===== config.mk =====
export PLATFORM = sky130hd
export DESIGN_NAME = regfile_wb_arbiter_flat
export DESIGN_NICKNAME = d
export VERILOG_FILES = /design/src/rtl/regfile_wb_arbiter_if.sv /design/src/rtl/regfile_wb_arbiter.sv /design/src/flat_wrapper.sv
export SDC_FILE = /design/constraint.sdc
export NUM_CORES = 1
export LEC_CHECK = 0
export ABC_AREA = 1
export CAP_MARGIN = 40
export CORE_MARGIN = 2
export CORE_UTILIZATION = 40
export DETAILED_ROUTE_END_ITERATION = 8
export HOLD_SLACK_MARGIN = 0.06
export PLACE_DENSITY = 0.95
export SYNTH_ARGS = -nofsm -noshare
export SYNTH_HDL_FRONTEND = slang
export SYNTH_SLANG_ARGS = --single-unit
export TNS_END_PERCENT = 1

===== constraint.sdc =====
create_clock -name clk -period 4.6 [get_ports clk]
set_clock_uncertainty 0.2 [all_clocks]
set_input_delay 0.69 -clock clk [delete_from_list [all_inputs] [get_ports clk]]
set_output_delay 0.69 -clock clk [all_outputs]
set_load 0.1 [all_outputs]

===== src/rtl/regfile_wb_arbiter_if.sv =====
// Writeback request bundle: NREQ requesters, each with valid/addr/data, plus the one-hot ready strobe.
interface regfile_wb_arbiter_if #(
    parameter int NREQ = 3,
    parameter int AW   = 5,
    parameter int DW   = 32
);
    logic [NREQ-1:0]    req_valid;
    logic [NREQ*AW-1:0] req_addr;
    logic [NREQ*DW-1:0] req_data;
    logic [NREQ-1:0]    req_ready;

    modport master (
        output req_valid,
        output req_addr,
        output req_data,
        input  req_ready
    );

    modport slave (
        input  req_valid,
        input  req_addr,
        input  req_data,
        output req_ready
    );
endinterface


===== src/rtl/regfile_wb_arbiter.sv =====
// Round-robin arbiter sharing the register file's single write port among NREQ writeback sources.
// The write port is registered; writes to r0 are accepted but turned into a one-cycle drop pulse.
module regfile_wb_arbiter #(
    parameter int NREQ = 3,
    parameter int AW   = 5,
    parameter int DW   = 32,
    parameter int IDW  = 2
) (
    input  logic                 clk,
    input  logic                 rst,
    regfile_wb_arbiter_if.slave  req,
    input  logic                 hold,
    output logic                 reg_we,
    output logic [AW-1:0]        reg_W_addr,
    output logic [DW-1:0]        wdata,
    output logic [IDW-1:0]       grant_id,
    output logic                 drop
);

    logic [IDW-1:0]  ptr;
    logic [IDW-1:0]  win;
    logic            found;
    logic            xfer;
    logic [NREQ-1:0] ready_vec;
    logic [AW-1:0]   win_addr;
    logic [DW-1:0]   win_data;
    int              idx;

    // First valid requester at or after ptr, wrapping, wins the port this cycle.
    always_comb begin
        found     = 1'b0;
        win       = '0;
        idx       = 0;
        ready_vec = '0;
        for (int k = 0; k < NREQ; k++) begin
            idx = int'(ptr) + k;
            if (idx >= NREQ) begin
                idx = idx - NREQ;
            end
            if (!found && req.req_valid[idx]) begin
                found = 1'b1;
                win   = IDW'(idx);
            end
        end
        xfer = found && !hold && !rst;
        if (xfer) begin
            ready_vec[int'(win)] = 1'b1;
        end
        win_addr = req.req_addr[int'(win)*AW +: AW];
        win_data = req.req_data[int'(win)*DW +: DW];
    end

    assign req.req_ready = ready_vec;

    // Address/data/id hold their last value between transfers; only we/drop are pulses.
    always_ff @(posedge clk or posedge rst) begin
        if (rst) begin
            reg_we     <= 1'b0;
            reg_W_addr <= '0;
            wdata      <= '0;
            grant_id   <= '0;
            drop       <= 1'b0;
            ptr        <= '0;
        end else if (xfer) begin
            grant_id   <= win;
            reg_W_addr <= win_addr;
            wdata      <= win_data;
            reg_we     <= (win_addr != '0);
            drop       <= (win_addr == '0);
            ptr        <= (int'(win) == NREQ - 1) ? '0 : win + 1'b1;
        end else begin
            reg_we <= 1'b0;
            drop   <= 1'b0;
        end
    end

endmodule


===== src/flat_wrapper.sv =====
// flat-port wrapper written by rule: the top's interface ports become plain ports
module regfile_wb_arbiter_flat 
#(
    parameter int NREQ = 3,
    parameter int AW   = 5,
    parameter int DW   = 32,
    parameter int IDW  = 2
)
  (clk, rst, hold, reg_we, reg_W_addr, wdata, grant_id, drop, req_req_valid, req_req_addr, req_req_data, req_req_ready);
  regfile_wb_arbiter_if #(.NREQ(NREQ), .AW(AW), .DW(DW)) req_i ();
  input  logic clk;
  input  logic rst;
  input  logic hold;
  output logic reg_we;
  output logic [AW-1:0] reg_W_addr;
  output logic [DW-1:0] wdata;
  output logic [IDW-1:0] grant_id;
  output logic drop;
  input wire logic [$bits(req_i.req_valid)-1:0] req_req_valid;
  input wire logic [$bits(req_i.req_addr)-1:0] req_req_addr;
  input wire logic [$bits(req_i.req_data)-1:0] req_req_data;
  output wire logic [$bits(req_i.req_ready)-1:0] req_req_ready;
  assign req_i.req_valid = req_req_valid;
  assign req_i.req_addr = req_req_addr;
  assign req_i.req_data = req_req_data;
  assign req_req_ready = req_i.req_ready;
  regfile_wb_arbiter #(.NREQ(NREQ), .AW(AW), .DW(DW), .IDW(IDW)) u_core (.clk(clk), .rst(rst), .req(req_i), .hold(hold), .reg_we(reg_we), .reg_W_addr(reg_W_addr), .wdata(wdata), .grant_id(grant_id), .drop(drop));
endmodule

==> flow_summary.toml, run 1 <==
[timing]
finalSetupViolCount = 0
hold_viol_final = 0
slew_violations = 0
tns_ns = 0
post-route-period-util_pct = 84.1
rsz0062_at_grt = "false"
tightest_slew_ns = 0.826
fmax_mhz = 258
slew_headroom_pct = 44.8
fin_crit_ns = 3.87
worst_hold_slack_ns = 0.294

[routing]
drtAntennaViolNets = 0
drcViolationCount = 0
routed-via-count = 3316
routed_wl_mm = 9.99
first_pass_iters = 5
drt_iter0_drc = 168
routedWlPerCell_um = 16.5
viasPerCell = 5.46

[run_status]
status = "finished, final reports clean"

[global_route]
grtUsageMet2_pct = 51.3
grtUsageTotal_pct = 28.1
grt_max_degree = 44
use_met3_pct = 7.20
overflow = 0
grt_pass1_vias = 3416
met1_usage_pct = 32.7
grt_pass1_wl_mm = 16.4
antenna_found_initial = 0
busiest_layer = "met2"

[cells_and_area]
stdcell_area_um2 = 4980
area_growth_pct = 90.3
diodes = 0
fill_cells = 387
drive_above_1_share_pct = 16.6
nets = 650

[clocking]
cts_inserted_buffers = 5
cts_setup_buffers = 0
clock_latency_ns = 0.29
cts_tree = "yes"
numClockSinks = 43
root_buffer = "clkbuf_8"
post_cts_resized = 0
cts_htree_levels = 2
clockBufferDepth = 2
clkTransAtPathRegs_ns = 0.08
hold_buffers = 0

[synthesis]
synth_most_common_cell = "nand2_1"
syn-cell-area_um2 = 2620
synth.distinct_cells = 31
synthFlopType = "dfrtp_1"
synth_top_area_share_pct = 41.1
avgSynthCellArea_um2 = 7.77
synth_top_cell_by_area = "dfrtp_1"
synth-seq-area-share_pct = 41.1
synth_seq_cells = 43
syn_nets = 458
synth_edf_count = 0
ys_warn_count = 0
async_flop_share_pct = 100
netlist_top_cells_count = "88 x nand2_1, 79 x nand3_1, 43 x dfrtp_1"
synth_area_leaders = "dfrtp_1 41%, nand3_1 15%, nand2_1 13%"
netlist_instances = 337

[floorplanning]
start_util_pct = 41.2
num_rows = 29
ios = 161
die_area_um2 = 7210
die_h_um = 84.9
die_x_um = 84.9
core_um2 = 6350

[setup_path]
cp_num_buf_inv = 5
crit_end = "req_req_ready[0]"
crit_chain = "clkdlybuf4s50_1, inv_2, o21ai_2, nand2_4, nand3_1, nand2_2, inv_2, nand2_8, nor2_4, nand2_2, inv_4, buf_12"
cp-start-kind = "input port"
cp_slowest_cell = "clkdlybuf4s50_1"
r2r_start = "u_core.ptr[0]"
cp-end-kind = "output port"
crit_family = "buffers and inverters"
slowest_delay_ns = 0.53
cp_data_arrival_time_ns = 2.98
r2r_slack_ns = 1.45
startpoint = "req_req_valid[2]"
crit_type = "in2out"
critPathMaxFanout = 40
r2r_end = "u_core.wdata[7]"
cp_num_cells = 12
worstPathRequired_ns = 3.71
rr_worst_depth = 13

[power_and_ir_drop]
power_frac_comb_pct = 79.8
swShare_pct = 57.9
p_sw_mw = 2.58
p_int_mw = 1.87
leakagePower_nw = 2.14
p_seq_share_pct = 14.9
peakVddDrop_uv = 679
p_clk_share_pct = 5.3
power.density_nw_per_um2 = 892

[hold_path]
hp-class = "reg2reg"

[place]
hpwl_mm = 7.63
dpl-instance-area_um2 = 4900
place.gp.congestion = 1.01
portBuffers = 160

[job]
cap_violations = 0
[worst min path at each step]
stage          slack, ns                    to            startpoint  cells after the start
2_1_floorplan       0.36         u_core.ptr[1]         u_core.ptr[1]                      2
3_3_place_gp        0.26  u_core.reg_W_addr[0]  u_core.reg_W_addr[0]                      2
3_5_place_dp        0.28  u_core.reg_W_addr[4]  u_core.reg_W_addr[4]                      2
4_1_cts             0.30  u_core.reg_W_addr[4]  u_core.reg_W_addr[4]                      2
5_1_grt             0.31  u_core.reg_W_addr[4]  u_core.reg_W_addr[4]                      2
6_report            0.29  u_core.reg_W_addr[4]  u_core.reg_W_addr[4]                      2
[through the flow]
step	utilization, %	total power, mW	setup WS, ns	instances
finish	78.5	4.45	0.731	607
global route	78.5	4.65	0.589	607
CTS	78.5	4.44	0.755	607
detailed placement	77.2	4.20	0.754	599
global placement	66.7	3.51	0.874	558
floorplan	-	2.94	0.0267	337
[registers in the layout (all words and copies together), names as in the netlist]
| signal | flops |
|---|---|
| u_core.reg_W_addr | 5 |
| u_core.wdata | 32 |
| u_core.drop | 1 |
| u_core.reg_we | 1 |
| u_core.ptr | 2 |
| u_core.grant_id | 2 |
[layout make-up]
cell class                      instances  area [um2]  area share (%)
Clock inverter                          2        12.5           0.251
Tap cell                               77        96.3            1.93
Inverter                               16        62.6            1.26
Multi-Input combinational cell        258        1340            26.8
Timing Repair Buffer                  205        2330            46.7
Clock buffer                            6        72.6            1.46
Sequential cell                        43        1080            21.6
[worst register-to-register path, delay by kind of cell, from the launching register on]
| family | cells | cell delay [ns] |
|---|---|---|
| DFF | 1 | 0.39 |
| AOI/OAI and AO/OA | 2 | 0.38 |
| buffers and inverters | 3 | 0.34 |
| and+or+nand+nor | 7 | 1.37 |
| adders and majority gates | 1 | 0.39 |
[power groups by stage]
stage	logic [mW]	registers [mW]	clock network [mW]
3_3_place_gp	2.86	0.656	0
3_5_place_dp	3.54	0.665	0
5_1_grt	3.71	0.682	0.258
2_1_floorplan	1.09	1.85	0
6_report	3.55	0.663	0.235
4_1_cts	3.54	0.662	0.241
[kinds of logic after synthesis]
| logic type | Yosys count | synth area share (%) |
|---|---|---|
| simple gates | 230 | 43.4 |
| fa+ha+maj | 4 | 1.91 |
| flops | 43 | 41.1 |
| mux | 1 | 0.382 |
| compound gates | 23 | 5.35 |
| buf+inv | 36 | 7.84 |
[layer usage]
metal  wire, um  share of wire (%)  vias to the layer above
li1           -                  -                     1534
met1       3690                 37                     1549
met2       5140                 51                      211
met3        960                9.6                       22
met4        197                2.0                        0
met5          0                  0                        -
[cell usage in the layout, fill, tap and decap left out, types with 3 or more instances in the layout]
cell type / count
a21oi_1: 7
a31oi_1: 7
buf_12: 3
buf_16: 4
buf_4: 4
buf_8: 37
clkbuf_8: 5
clkdlybuf4s50_1: 157
dfrtp_1: 43
ha_1: 4
inv_1: 7
inv_2: 8
nand2_1: 88
nand2_2: 12
nand3_1: 79
nand4_1: 27
nor2_1: 14
nor2_4: 3
Power figures use the tool's default switching activity.
==> run 2, diff against run 1 <==
--- a/config.mk
+++ b/config.mk
@@ -8,10 +8,10 @@
 export ABC_AREA = 1
 export CAP_MARGIN = 40
 export CORE_MARGIN = 2
-export CORE_UTILIZATION = 40
+export CORE_UTILIZATION = 34
 export DETAILED_ROUTE_END_ITERATION = 8
 export HOLD_SLACK_MARGIN = 0.06
-export PLACE_DENSITY = 0.95
+export PLACE_DENSITY = 0.87
 export SYNTH_ARGS = -nofsm -noshare
 export SYNTH_HDL_FRONTEND = slang
 export SYNTH_SLANG_ARGS = --single-unit
==> constraint.sdc (replaced) <==
create_clock -name clk -period 3.1 [get_ports clk]
set_clock_uncertainty 0.2 [all_clocks]
set_input_delay 0.465 -clock clk [delete_from_list [all_inputs] [get_ports clk]]
set_output_delay 0.465 -clock clk [all_outputs]
set_load 0.1 [all_outputs]
==> flow_summary.toml, run 2 (synthesis results as in run 1) <==
[hold_path]
hp-class = "reg2reg"
worstHoldPathCells = 2
hold_start = "u_core.grant_id[1]"

[cells_and_area]
final_cell_mix = "116 x clkdlybuf4s50_1, 86 x nand2_1, 79 x nand3_1"
drive_above_1_share_pct = 20.9
mostFrequentLayoutCell = "clkdlybuf4s50_1"
nets = 617
stdcell_count = 599
diodes = 0
largest_reg_flops = 32
post-route-util_pct = 57.5
reg.largest.list = "u_core.wdata x32, u_core.reg_W_addr x5"
area_growth_pct = 67.1
largest-register = "u_core.wdata"

[clocking]
clkTransAtPathRegs_ns = 0.08
cts_htree_levels = 2
cts_tree = "yes"
clock_latency_ns = 0.28
numClockSinks = 43
clockBufferDepth = 2
root_buffer = "clkbuf_8"
hold_buffers = 0
cts_inserted_buffers = 5

[run_status]
status = "finished, final reports clean"

[floorplanning]
start_util_pct = 34.4
core_um2 = 7610
die_area_um2 = 8420
die_x_um = 91.8
num_rows = 32
ios = 161
die_h_um = 91.8

[routing]
routed_wl_mm = 9.13
routed-via-count = 3058
drcViolationCount = 0
drtAntennaViolNets = 0
viasPerCell = 5.11
routedWlPerCell_um = 15.2
first_pass_iters = 5
drt_iter0_drc = 112

[global_route]
overflow = 0
grt_pass1_wl_mm = 13.9
grtUsageTotal_pct = 20.3
grt_pass1_vias = 2946
antenna_found_initial = 0
grt_max_degree = 44

[setup_path]
crit_type = "reg2out"
critPathMaxFanout = 12
rr_worst_depth = 14
cp_slowest_cell = "dfrtp_1"
r2r_end = "u_core.wdata[25]"
crit_family = "simple AND/OR/NAND/NOR gates"
cp-start-kind = "flip-flop"
slowest_delay_ns = 0.37
worstPathRequired_ns = 2.43
r2r_start = "u_core.ptr[0]"
cp-end-kind = "output port"
crit_chain = "inv_1, ha_4, inv_4, nand2_1, nand3_1, nand2_2, nand3_4, nor2_4, inv_2, nand2_8, nand2_1, nor2_4, buf_12"
crit_end = "req_req_ready[2]"
cp_num_buf_inv = 4
r2r_slack_ns = 0.49
cp_num_cells = 13
startpoint = "u_core.ptr[0]"
cp_data_arrival_time_ns = 2.31

[timing]
post-route-period-util_pct = 96.0
slew_headroom_pct = 63.8
finalSetupViolCount = 0
slew_violations = 0
tightest_slew_ns = 0.543
fmax_mhz = 336
fin_crit_ns = 2.98
hold_viol_final = 0

[place]
place.gp.congestion = 0.886
portBuffers = 160
dpl.cell_count = 589
hpwl_mm = 6.81

[job]
cap_violations = 0
==> run 2: cell types whose count changed in the layout (fill, tap and decap cells not counted), sizes merged <==
cell	change
inv	-1
buf	+7
nand2	+1
clkinv	-1
clkbuf	+1
clkdlybuf4s50	-41
clkinvlp	+1
==> run 2: cell type report <==
| type | instances | area [um2] |
|---|---|---|
| multi-input combinational | 259 | 1390 |
| inverter | 16 | 68.8 |
| clock buffer | 7 | 96.3 |
| clock inverter | 1 | 7.51 |
| fill | 681 | 3230 |
| tap | 102 | 128 |
| sequential | 43 | 1080 |
| timing repair buffer | 171 | 1610 |
==> run 2: tightest hold or removal path, cell delays in order (launching register included) <==
cell and delay (ns):
dfrtp_1 0.36, nand2_1 0.06, nand2_1 0.05
==> run 2: worst min path at each step <==
stage | end | slack, ns
5_1_grt | u_core.reg_W_addr[4] | 0.33
3_3_place_gp | u_core.reg_W_addr[2] | 0.28
2_1_floorplan | u_core.drop | 0.27
3_5_place_dp | u_core.grant_id[1] | 0.28
4_1_cts | u_core.grant_id[1] | 0.30
6_report | u_core.grant_id[1] | 0.30
==> run 2: per-stage QoR <==
step	cell area [um2]	setup TNS [ns]	worst slack [ns]	hold WS, ns
final	4380	0	0.125	0.297
after global routing	4380	-0.0175	-0.0138	0.328
after CTS	4330	0	0.0158	0.297
after detailed placement	4220	0	0.238	0.276
after global placement	4220	0	0.270	0.278
after floorplan	2630	0	0.0382	0.271
==> run 2: per-layer routing <==
metal,part of all wire [%],vias up,GRT usage [%],wire (um)
met5,0,-,0,0
met4,0.79,0,4.23,72
met3,5.8,6,3.94,532
met2,53,115,38.3,4820
met1,41,1465,23.9,3700
li1,-,1472,-,-
==> run 2: repair_timing <==
item                                    4_1_cts  5_1_grt
endpoints found under the setup margin        1        3
gates resized for setup                       1        7
buffers inserted                              0        1
gates cloned                                  0        1
hold endpoints to repair                      0        0
pin swaps                                     0        1
Power of run 2 is not shown: default switching activity piles up to over one toggle a cycle in this logic, so the estimate is an artifact.
